## src/rtl/srx_pkg.sv

```systemverilog
// rtl/srx_pkg.sv - shared types, defaults and width helper for the serial receiver
package srx_pkg;

    localparam int DEFAULT_WIDTH = 8;

    typedef enum logic {
        IDLE     = 1'b0,
        ASSEMBLE = 1'b1
    } asm_state_e;

    // Bit counter width; never narrower than one bit even for the smallest word.
    function automatic int cnt_w(input int width);
        return (width <= 2) ? 1 : $clog2(width);
    endfunction

endpackage

```

## src/rtl/srx_hold_reg.sv

```systemverilog
// rtl/srx_hold_reg.sv - one-entry valid/ready holding register with sticky overrun
module srx_hold_reg #(
    parameter int WIDTH = 8
) (
    input  logic             clk,
    input  logic             reset_n,
    input  logic [WIDTH-1:0] word_in,
    input  logic             word_done,
    input  logic             par_ready,
    input  logic             clear_overrun,
    output logic [WIDTH-1:0] par_out,
    output logic             par_valid,
    output logic             overrun
);

    logic [WIDTH-1:0] data_q, data_d;
    logic             valid_q, valid_d;
    logic             overrun_q, overrun_d;
    logic             drop_word;

    always_comb begin
        data_d    = data_q;
        valid_d   = valid_q;
        drop_word = 1'b0;

        if (word_done) begin
            // A word arriving while the consumer drains the old one takes its slot.
            if (!valid_q || par_ready) begin
                data_d  = word_in;
                valid_d = 1'b1;
            end else begin
                drop_word = 1'b1;
            end
        end else if (valid_q && par_ready) begin
            valid_d = 1'b0;
        end

        overrun_d = drop_word | (overrun_q & ~clear_overrun);
    end

    always_ff @(posedge clk or negedge reset_n) begin
        if (!reset_n) begin
            data_q    <= '0;
            valid_q   <= 1'b0;
            overrun_q <= 1'b0;
        end else begin
            data_q    <= data_d;
            valid_q   <= valid_d;
            overrun_q <= overrun_d;
        end
    end

    assign par_out   = data_q;
    assign par_valid = valid_q;
    assign overrun   = overrun_q;

endmodule

```

## src/rtl/serial_to_parallel_rx.sv

```systemverilog
// rtl/serial_to_parallel_rx.sv - serial-in parallel-out word assembler with handshake output
module serial_to_parallel_rx
    import srx_pkg::*;
#(
    parameter int WIDTH     = DEFAULT_WIDTH,
    parameter bit LSB_FIRST = 1'b1,
    localparam int CW       = cnt_w(WIDTH)
) (
    input  logic             clk,
    input  logic             reset_n,
    input  logic             ser_in,
    input  logic             ser_valid,
    input  logic             frame_start,
    output logic [WIDTH-1:0] par_out,
    output logic             par_valid,
    input  logic             par_ready,
    output logic             overrun,
    input  logic             clear_overrun,
    output logic [CW-1:0]    bit_count
);

    localparam logic [CW-1:0] LAST_BIT = CW'(WIDTH - 1);

    asm_state_e       state_q, state_d;
    logic [CW-1:0]    bit_count_q, bit_count_d;
    logic [WIDTH-1:0] sr_q, sr_d;
    logic [WIDTH-1:0] sr_base;
    logic [WIDTH-1:0] sr_shifted;
    logic             word_done;

    always_comb begin
        sr_base = frame_start ? '0 : sr_q;
        if (LSB_FIRST) begin
            sr_shifted = {ser_in, sr_base[WIDTH-1:1]};
        end else begin
            sr_shifted = {sr_base[WIDTH-2:0], ser_in};
        end
    end

    always_comb begin
        state_d     = state_q;
        bit_count_d = bit_count_q;
        sr_d        = sr_q;
        word_done   = 1'b0;

        if (ser_valid) begin
            sr_d = sr_shifted;
            if (frame_start) begin
                // Realignment beats completion: the current bit opens a new word.
                state_d     = ASSEMBLE;
                bit_count_d = CW'(1);
            end else begin
                case (state_q)
                    IDLE: begin
                        state_d     = ASSEMBLE;
                        bit_count_d = CW'(1);
                    end
                    ASSEMBLE: begin
                        if (bit_count_q == LAST_BIT) begin
                            word_done   = 1'b1;
                            state_d     = IDLE;
                            bit_count_d = '0;
                        end else begin
                            bit_count_d = bit_count_q + CW'(1);
                        end
                    end
                    default: begin
                        state_d     = IDLE;
                        bit_count_d = '0;
                    end
                endcase
            end
        end else if (frame_start) begin
            state_d     = IDLE;
            bit_count_d = '0;
        end
    end

    always_ff @(posedge clk or negedge reset_n) begin
        if (!reset_n) begin
            state_q     <= IDLE;
            bit_count_q <= '0;
            sr_q        <= '0;
        end else begin
            state_q     <= state_d;
            bit_count_q <= bit_count_d;
            sr_q        <= sr_d;
        end
    end

    assign bit_count = bit_count_q;

    srx_hold_reg #(
        .WIDTH(WIDTH)
    ) u_hold (
        .clk           (clk),
        .reset_n       (reset_n),
        .word_in       (sr_shifted),
        .word_done     (word_done),
        .par_ready     (par_ready),
        .clear_overrun (clear_overrun),
        .par_out       (par_out),
        .par_valid     (par_valid),
        .overrun       (overrun)
    );

endmodule

```

## config.mk

```make
export PLATFORM = sky130hd
export DESIGN_NAME = serial_to_parallel_rx
export DESIGN_NICKNAME = d
export VERILOG_FILES = /design/src/rtl/srx_pkg.sv /design/src/rtl/srx_hold_reg.sv /design/src/rtl/serial_to_parallel_rx.sv
export SDC_FILE = /design/constraint.sdc
export NUM_CORES = 1
export LEC_CHECK = 0
export ABC_AREA = 1
export BUFFER_PORTS_ARGS = -buffer_cell sky130_fd_sc_hd__buf_2
export CORE_MARGIN = 3
export CORE_UTILIZATION = 32
export DETAILED_ROUTE_END_ITERATION = 10
export GPL_TIMING_DRIVEN = 0
export PLACE_DENSITY = 0.59
export SETUP_SLACK_MARGIN = 0.02
export SLEW_MARGIN = 20
export SYNTH_ARGS = -nofsm -noshare
export SYNTH_HDL_FRONTEND = slang
export SYNTH_HIERARCHICAL = 1
export SYNTH_SLANG_ARGS = --single-unit
```

## constraint.sdc

```tcl
create_clock -name clk -period 2 [get_ports clk]
set_clock_uncertainty 0.1 [all_clocks]
set_input_delay 0.1 -clock clk [delete_from_list [all_inputs] [get_ports clk]]
set_output_delay 0.1 -clock clk [all_outputs]
set_load 0.02 [all_outputs]
```

# --- After elaboration in Yosys (flattened, before gate mapping) ---
# Cells that the tools add are included.
word_totals:
  register_bits: 22
  inputBits: 7
  out_inout_bits: 13
  wordCells: 40
op_classes:
  addsub: 1
  eq_ne: 2
  n_mux: 20
  n_bitwise: 4
  n_reduce_logical: 7
ops:
  columns: ["cell", "count"]
  rows:
  - ["two-way mux 1 bit", 13]
  - ["two-way mux 3 bit", 4]
  - ["two-way mux 8 bit", 1]
  - ["case mux 3 bit (2 select lines)", 1]
  - ["AND reduction 2 bit", 2]
  - ["nonzero test 2 bit", 2]
  - ["adder 3 x 1 -> 3 bit (second input constant)", 1]
  - ["== test 3 bit (second input constant)", 1]
  - ["!= test 2 bit (second input constant)", 1]
  - ["NOT 1 bit", 2]
  - ["case mux 1 bit (2 select lines)", 1]
  - ["AND 1 bit", 1]
  - ["logical AND 1 bit", 1]
  - ["logical NOT 1 bit", 1]
  - ["logical OR 1 bit", 1]
  - ["OR 1 bit", 1]

# --- Logic depth before layout (Yosys ltp) ---
depth:
  ltp_word: 7
  ltp_mapped: 8
  ltp_nobuf: 7

# --- Cells and area by module ---
# Netlist, hierarchy kept.
by_module_without_submodules:
  columns: ["mod", "instances", "cells_per_inst", "area_each_um2", "seq_area_each_um2"]
  rows:
  - ["serial_to_parallel_rx", 1, 69, 624.3, 275.3]
  - ["srx_hold_reg", 1, 43, 474.2, 250.2]

# --- Worst setup path before layout ---
# Ideal clock, no wire load.
synth_timing:
  path_kind: "register to register"
  from: "register bit_count_q[0], in the netlist bit_count[0]"
  to: "register u_hold.data_q[0], in the netlist u_hold/par_out[0]"
  setup_ns: 0.117
  arrival_ns: 1.311
  t_required_ns: 1.783
  setup_slack_ns: 0.472
  path_stages_with_launch: 9
  n_path_buf: 1
  period_less_slack_ns: 1.528
  cell_sequence: "dfrtp_1 -> ha_1 -> ha_1 -> nand2_1 -> nor2_1 -> clkbuf_8 -> nand2_4 -> nand2_1 -> nand2_1"
synth_via:
  elab_chain_cells: 6
synth_lines:
  columns: ["element", "line_no", "rtl"]
  rows:
  - ["start: declaration", "serial_to_parallel_rx.sv:25", "logic [CW-1:0] bit_count_q, bit_count_d;"]
  - ["start signal: assignment", "serial_to_parallel_rx.sv:86", "bit_count_q <= bit_count_d;"]
  - ["== test 3 bit", "serial_to_parallel_rx.sv:59", "if (bit_count_q == LAST_BIT) begin"]
  - ["two-way mux 1 bit", "serial_to_parallel_rx.sv:59", null]
  - ["two-way mux 1 bit", "serial_to_parallel_rx.sv:53", "case (state_q)"]
  - ["two-way mux 1 bit", "serial_to_parallel_rx.sv:48", "if (frame_start) begin"]
  - ["two-way mux 1 bit", "serial_to_parallel_rx.sv:46", "if (ser_valid) begin"]
  - ["net word_done", "serial_to_parallel_rx.sv:29", "logic word_done;"]
  - ["AND reduction 2 bit (no source line)", null, null]
  - ["end signal: assignment", "srx_hold_reg.sv:47", "data_q <= data_d;"]
  - ["end: declaration", "srx_hold_reg.sv:16", "logic [WIDTH-1:0] data_q, data_d;"]
# The timed path passes the listed nets, and every way through them passes these cells.
# A chain may end at the register's enable or synchronous reset.

# --- Final worst setup path ---
layout_timing:
  from: "register bit_count_q[0], in the netlist bit_count[0]"
  to: "register u_hold.data_q[4], in the netlist u_hold/par_out[4]"
# The elaborated chain is that of the path after synthesis.

==> flow_summary.json <==
{
  "clockRootBuffer": "clkbuf_4",
  "fillCellCount": 342,
  "cts_resized": 0,
  "use_met1_pct": 13.1,
  "grt_pass1_wl_um": 3430,
  "fp-row-count": 20,
  "setup_tns_ns": 0,
  "layout-drive-gt1-share_pct": 44.9,
  "grt_busiest_layer": "met2",
  "cts_buffers": 3,
  "placed_cell_area_um2": 1240,
  "multi_input_area_um2": 438,
  "grt-ovfl-total": 0,
  "ys_types": 17,
  "htree_levels": 1,
  "syn_nets": 121,
  "power_leakage_nw": 0.691,
  "syn_inst": 112,
  "num_io_pins": 20,
  "synth_common_cells": "nand2_1 (33), dfrtp_1 (21), inv_1 (13)",
  "finalInstanceArea_um2": 1320,
  "clk_path_buf_depth": 2,
  "track_usage_pct": 10.5,
  "required_ns": 2.15,
  "hold_path.class": "in2reg",
  "cts_sinks": 21,
  "status": "finished, final reports clean",
  "regArea_um2": 526,
  "report.final.slew_viol_count": 0,
  "worst_setup_path_start_kind": "flop",
  "ys_top_cells_by_area": "dfrtp_1 (48%), nand2_1 (11%), nand3_2 (7.3%), o21ai_2 (5.6%), nor2_2 (4.6%)",
  "critPathKind": "reg2reg",
  "cap_violations": 0,
  "vias": 769,
  "yosys_most_used_dff": "dfrtp_1",
  "pwr_density_cell_nw_per_um2": 558,
  "synth-seq-area-share_pct": 47.8,
  "hold_slack_ns": 0.0400,
  "clk_pin_slew_ns": 0.11,
  "synth_seq_cells": 21,
  "port_buffers": 17,
  "critical_path.endpoint": "u_hold/par_out[4]$_DFFE_PN0P_",
  "relSlewSlack_pct": 67.9,
  "syn_area_per_cell_um2": 9.81,
  "drtAntennaViolNets": 0,
  "synth_most_common_cell": "nand2_1",
  "synth_top_area_share_pct": 47.8,
  "drt-initial-drc-count": 6,
  "ys_warn_count": 6,
  "dieArea_um2": 4170,
  "drc": 0,
  "die_x_um": 64.6,
  "hold_viol": 0,
  "clk-insertion-delay-late_ns": 0.30,
  "drt-pass1-iter-count": 3,
  "crit_fanout": 10,
  "initial_core_util_pct": 34.8,
  "reg2reg_depth": 8,
  "cp.arrival_ns": 1.67,
  "nets": 148,
  "post_drt_wl_per_cell_um": 10.5,
  "grt_util_met2_pct": 17.4,
  "die_h_um": 64.6,
  "dp_hpwl_um": 1440,
  "antenna_found_initial": 0,
  "reg2reg_slack_ns": 0.48,
  "synth_top_area_cell": "dfrtp_1",
  "avgViaCountPerCell": 4.23,
  "async_reset_ff_share_pct": 100,
  "cts_tree": "built",
  "place_inst": 173,
  "rsz0062_at_grt": "false",
  "coreArea_um2": 3150,
  "grt_max_degree": 22,
  "timing.final.crit_share_pct": 76.2,
  "worstMarginPinSlew_ns": 0.481,
  "antenna_cells": 0,
  "crit_path_end_kind": "flop",
  "ir_worst_vdd_uv": 299,
  "layout.cells.non_filler": 182,
  "setup_viol": 0,
  "use_met3_pct": 3.81,
  "timing.rr.end": "u_hold/par_out[4]$_DFFE_PN0P_",
  "worstSetupStartpoint": "bit_count[0]$_DFFE_PN0P_",
  "syn_area_um2": 1100,
  "place.gp.congestion": 0.740,
  "postCtsSetupBuffers": 0,
  "synth_edf_count": 0,
  "grt_pass1_vias": 767,
  "area_delta_synth_final_pct": 19.8,
  "clock.fmax_mhz": 656,
  "period_minus_slack_ns": 1.52,
  "r2r_start": "bit_count[0]$_DFFE_PN0P_",
  "drt_wl_total_um": 1920,
  "cts_hold_buf": 5
}
[area by class of cell]
cell class,count,area share [%]
inverters,15,4.47
flip-flops and latches,21,39.9
repair buffers,22,10.3
clock buffers,3,1.71
plain buffers,5,5.80
clock inverters,1,0.380
multi-input cells,71,33.3
well taps,44,4.18
[cell families after synthesis]
family                   count (synthesis)  share of synthesized area, %
buffers and inverters                   20                          12.3
adder cells (fa/ha/maj)                  2                          2.28
flip-flops                              21                          47.8
AND/OR/NAND/NOR                         61                          30.9
AO/OA/AOI/OAI                            8                          6.72
[placed cells by master (no fill, tap or decap), types with 2 or more instances in the layout]
cell type       n
clkbuf_4        3
nand2_2         7
dlygate4sd3_1   5
buf_12          2
dfrtp_1        21
nand2_1        33
buf_2          17
buf_6           2
inv_1          13
nand3_2         8
ha_1            2
nor2_1          2
o21ai_2         7
nand2_4         2
nor2_2          8
[per-stage QoR]
| stage | setup WS [ns] | power (W) | util, % |
|---|---|---|---|
| after global routing | 0.328 | 0.000788 | 41.7 |
| after detailed placement | 0.492 | 0.000535 | 39.3 |
| after floorplan | 0.472 | 0.000507 | - |
| final | 0.477 | 0.000734 | 41.7 |
| after global placement | 0.503 | 0.000531 | 39.3 |
| after CTS | 0.464 | 0.000751 | 41.7 |
[registers in the layout, indices dropped and copies added (netlist names)]
name	flops
state_q	1
u_hold/overrun	1
bit_count	3
u_hold/par_out	8
u_hold/par_valid	1
sr_q	7
[worst min path at each step]
stage / from / to / cells after the start / slack (ns)
after floorplan: reset_n / bit_count[0]$_DFFE_PN0P_ / 0 / -0.30
final: frame_start / sr_q[1]$_DFFE_PN0P_ / 4 / 0.04
after CTS: frame_start / sr_q[1]$_DFFE_PN0P_ / 4 / 0.03
after global placement: reset_n / u_hold/par_out[7]$_DFFE_PN0P_ / 1 / -0.02
after detailed placement: reset_n / sr_q[7]$_DFFE_PN0P_ / 1 / -0.002
after global routing: frame_start / sr_q[1]$_DFFE_PN0P_ / 4 / 0.03
[layer usage]
layer / up-vias / share of wire (%)
li1: 393 / -
met1: 356 / 46
met2: 18 / 48
met3: 2 / 5.4
met4: 0 / 0.89
met5: - / 0
[where the power goes]
part	switching [W]	internal (W)
registers	0.00000653	0.000436
clock network	0.000127	0.0000745
logic	0.0000549	0.0000351
[critical path, cell delays in order, from the launching register on]
cell and delay (ns):
dfrtp_1 0.44, ha_1 0.21, ha_1 0.19, nand2_1 0.08
nor2_1 0.05, clkbuf_8 0.17, nand2_4 0.12, nand2_1 0.06
nand2_1 0.06
Note: power is estimated with default switching activity, not from simulation.
